[src/rtl/mips_regfile_sb.sv]
// MIPS general-purpose register file: two combinational read ports with write-through
// bypass, one clocked write port, and a per-register busy scoreboard for decode stalls.
module mips_regfile_sb #(
    parameter int DATA_W   = 32,
    parameter int ADDR_W   = 5,
    parameter int LINK_REG = 31
) (
    input  logic              clk,
    input  logic              rst,
    input  logic [31:0]       rd_instr,
    output logic [DATA_W-1:0] rs_data,
    output logic [DATA_W-1:0] rt_data,
    output logic              stall,
    input  logic              iss_valid,
    input  logic [31:0]       iss_instr,
    input  logic [1:0]        iss_dst_sel,
    input  logic              wb_valid,
    input  logic [31:0]       wb_instr,
    input  logic [1:0]        wb_dst_sel,
    input  logic [DATA_W-1:0] wb_data,
    output logic [ADDR_W:0]   busy_cnt
);

    localparam int NREG = 2 ** ADDR_W;

    // Address 0 doubles as "no destination": register 0 can never be a target.
    function automatic logic [ADDR_W-1:0] dst_decode(input logic [31:0] instr,
                                                     input logic [1:0]  sel);
        case (sel)
            2'd0:    dst_decode = ADDR_W'(instr[15:11]);
            2'd1:    dst_decode = ADDR_W'(instr[20:16]);
            2'd2:    dst_decode = ADDR_W'(LINK_REG);
            default: dst_decode = '0;
        endcase
    endfunction

    logic [DATA_W-1:0] regs [NREG];
    logic [NREG-1:0]   busy;
    logic [NREG-1:0]   busy_next;
    logic [ADDR_W:0]   cnt_next;

    logic [ADDR_W-1:0] rs_a, rt_a, iss_dst, wb_dst;
    logic              wb_hit, byp_rs, byp_rt;

    assign rs_a    = ADDR_W'(rd_instr[25:21]);
    assign rt_a    = ADDR_W'(rd_instr[20:16]);
    assign iss_dst = dst_decode(iss_instr, iss_dst_sel);
    assign wb_dst  = dst_decode(wb_instr, wb_dst_sel);

    // Bypass is suppressed during reset so the read ports show the cleared file.
    assign wb_hit = wb_valid && (wb_dst != '0) && !rst;
    assign byp_rs = wb_hit && (wb_dst == rs_a);
    assign byp_rt = wb_hit && (wb_dst == rt_a);

    assign rs_data = (rs_a == '0) ? '0 : (byp_rs ? wb_data : regs[rs_a]);
    assign rt_data = (rt_a == '0) ? '0 : (byp_rt ? wb_data : regs[rt_a]);

    assign stall = (busy[rs_a] && !byp_rs) || (busy[rt_a] && !byp_rt);

    // A new producer in the same cycle as a writeback keeps the register pending.
    always_comb begin
        busy_next    = busy;
        busy_next[0] = 1'b0;
        if (wb_valid && (wb_dst != '0))
            busy_next[wb_dst] = 1'b0;
        if (iss_valid && (iss_dst != '0))
            busy_next[iss_dst] = 1'b1;
    end

    always_comb begin
        cnt_next = '0;
        for (int i = 0; i < NREG; i++)
            cnt_next = cnt_next + (ADDR_W+1)'(busy_next[i]);
    end

    always_ff @(posedge clk or posedge rst) begin
        if (rst) begin
            for (int i = 0; i < NREG; i++)
                regs[i] <= '0;
            busy     <= '0;
            busy_cnt <= '0;
        end else begin
            if (wb_valid && (wb_dst != '0))
                regs[wb_dst] <= wb_data;
            busy     <= busy_next;
            busy_cnt <= cnt_next;
        end
    end

    logic unused_bits;
    assign unused_bits = ^{rd_instr[31:26], rd_instr[15:0],
                           iss_instr[31:21], iss_instr[10:0],
                           wb_instr[31:21], wb_instr[10:0]};

endmodule

[config.mk]
export PLATFORM = sky130hd
export DESIGN_NAME = mips_regfile_sb
export DESIGN_NICKNAME = d
export VERILOG_FILES = /design/src/rtl/mips_regfile_sb.sv
export SDC_FILE = /design/constraint.sdc
export NUM_CORES = 2
export LEC_CHECK = 0
export ABC_AREA = 1
export CAP_MARGIN = 20
export CORE_MARGIN = 2
export CORE_UTILIZATION = 55
export CTS_CLUSTER_SIZE = 24
export DETAILED_ROUTE_END_ITERATION = 16
export PLACE_DENSITY_LB_ADDON = 0.05
export RECOVER_POWER = 25
export SLEW_MARGIN = 5
export SYNTH_ARGS = -nofsm -noshare
export SYNTH_HDL_FRONTEND = slang
export SYNTH_SLANG_ARGS = --single-unit
[constraint.sdc]
create_clock -name clk -period 43.9 [get_ports clk]
set_input_delay 4.39 -clock clk [delete_from_list [all_inputs] [get_ports clk]]
set_output_delay 4.39 -clock clk [all_outputs]
set_load 0.02 [all_outputs]
==> impl_results.md <==
* F_max at 57.3 MHz
* WL/cell at 24.5 µm
* IO Port Bufs at 140
* Most area-consuming cells after synthesis: dfrtp_1 43%, nand2_1 15%, o21ai_0 12%
* Post-CTS setup buffer count at 0
* Status: complete, but fails checks
* # DRC at 0
* Relative slew slack at -4.92
* Clock sink count at 1062
* Vias in the first global route at 57033
* DRT Wirelength at 247000 µm
* Die ar. at 114000 µm²
* Hold Vio Cnt, Final at 0
* CTS tree: yes
* Clk buf depth at 3
* CTS resizes at 0
* Top cells by count, synth: 2401 x nand2_1, 1513 x o21ai_0, 1062 x dfrtp_1
* Seq/Total Area, Yosys at 0.433
* Clk slew on worst S/H paths at 0.06 ns
* WS Path Type: input pin to output pin
* Min cycle time layout at 17.44 ns
* Worst EP arrival at 13.05 ns
* Critical Path Start Type: input pin
* Post-synth top area share at 0.433
* Via-to-Cell Ratio at 6.17
* Yosys top cell by area: dfrtp_1
* Die height at 338 µm
* Cts bufs inserted at 120
* Initial Util at 0.554
* Setup violators final at 0
* Dpl ws at 30.90 ns
* Root buf cell: clkbuf_16
* Final #Nets at 8670
* Leakage at 31.1 nW
* Post-route setup slack at 26.46 ns
* Post-DP HPWL at 129000 µm
* Yosys warns at 0
* Final period utilization at 0.397
* Worst Setup End Kind: output pin
* Asr flop ratio synth at 1.00
* H-Tree Depth at 3
* Core Region at 111000 µm²
* Cell area after layout at 66500 µm²
* Clk Latency, worst-skew pair at 0.74 ns
* Largest net degree at the start of global routing at 200
* Power density over the cells at 58.1 nW/µm²
* Placer Congestion at 0.879
* Top FF cell, synth: dfrtp_1
* First-pass GRT wire length at 367000 µm
* Dpl cell area at 62700 µm²
* Hold Path Class: flip-flop to flip-flop
* MaxCap Viol Count at 8
* Avg Inst Size Synth at 6.88 µm²
* Total global routing overflow at 0
* TNS Setup at 0 ns
* DRT Pass-1 Iters at 7
* Failing checks: capacitance limit, slew limit
* Setup Skew at 0.0125 ns
* Post-DRT Antenna Nets at 0
* # IOs at 207
* Req. time, crit path at 39.51 ns
* RSZ-0062 raised after global routing: no
* Site Rows at 122
* Crit path max fanout at 94
* Slew @ Worst Pin at 8.88 ns
* Vias at 62288
* Yosys cell types at 37
* Slew Viols, Final at 539
* Chip Width at 338 µm
* Hold buffer count at CTS at 0
* Peak supply drop at 282 µV
* Share of cells above drive strength 1 at 0.0425
* EDFF count, synth at 0
* Initial antenna violation count at 19
* DR iter-0 viols at 9223
* Synthesized flop and latch total at 1062
* GRT Resource Usage Total at 0.431
* Post-Syn Area at 61300 µm²
* Layout area overhead at 8.48%
* Most common cell in the netlist: nand2_1
* Synth Instances at 8906
## cells by family after synthesis
group / after synthesis / synth area share
compound gates: 2294 / 0.195
xor+xnor: 3 / 0.000429
fa+ha+maj: 31 / 0.00926
buf+inv: 1434 / 0.0919
flops: 1062 / 0.433
other cells: 1 / 0.0000612
simple gates: 4081 / 0.269
## state kept, by name, summed over array words and instances (netlist names)
signal	cells
regs	1024
busy	32
busy_cnt	6
## cells in the final DEF, fill, tap and decap left out, types with 3 or more instances in the layout
master / n
nand2_1: 2403
o21ai_0: 1520
dfrtp_1: 1062
nand3_1: 841
nor2_1: 798
inv_1: 620
a21oi_1: 543
o211ai_1: 186
clkbuf_16: 122
clkdlybuf4s50_1: 122
buf_4: 118
clkbuf_1: 42
clkbuf_8: 36
o21ai_1: 29
fa_1: 24
nor2_4: 22
clkinv_2: 18
diode_2: 11
inv_2: 9
buf_12: 9
o22ai_1: 8
dlygate4sd3_1: 8
ha_1: 7
nand2_2: 6
nand4_1: 6
bufinv_16: 5
inv_8: 4
buf_8: 4
nor3_1: 3
## power breakdown
group / total (mW) / switching [mW] / internal [mW]
clock network: 1.03 / 0.431 / 0.599
registers: 1.45 / 0.156 / 1.29
logic: 1.39 / 0.900 / 0.488
total: 3.87 / 1.49 / 2.38
## routing by layer
layer	wire (µm)	vias up	track usage
li1	-	28129	-
met1	95500	28977	0.580
met2	103000	4265	0.635
met3	34800	897	0.131
met4	13900	20	0.204
met5	137	-	0
## worst max-delay path, stage by stage
cell,delay (ns)
dlygate4sd3_1,0.54
clkinvlp_2,3.28
nand3_1,1.94
inv_2,0.66
buf_4,0.58
nand3_1,0.16
nand2_1,0.06
nor2_1,0.63
clkdlybuf4s50_1,0.74
## metrics by stage
stage	std cells	hold slack (ns)	util	total power, mW
6_report	10102	0.391	0.601	3.87
5_1_grt	10091	0.388	0.601	4.11
4_1_cts	10091	0.383	0.603	3.82
3_5_place_dp	9869	0.369	0.567	2.79
3_3_place_gp	9867	0.365	0.566	2.75
2_1_floorplan	8907	0.429	-	2.37
## cell type report
class / instances / area [µm²]
multi-input cells: 6411 / 29200
clock buffers: 193 / 3680
flip-flops and latches: 1062 / 26600
fillers: 10259 / 44200
clock inverters: 29 / 322
diodes: 11 / 27.5
well taps: 1488 / 1860
repair buffers: 270 / 2460
inverters: 638 / 2430
## worst paths after layout
kind | start | to | slack [ns] | cells past startpoint
setup / recovery | rst | rt_data[15] | 26.46 | 9
hold / removal | regs[1022] | regs[1022] | 0.39 | 0
setup reg to reg | busy[19] | busy_cnt[4] | 38.63 | 16
hold reg to reg | regs[1022] | regs[1022] | 0.39 | 0
max in group asynchronous | rst | regs[139] | 27.60 | 6
min in group asynchronous | rst | regs[382] | 5.46 | 2
Note: power is estimated with default switching activity, not from simulation.
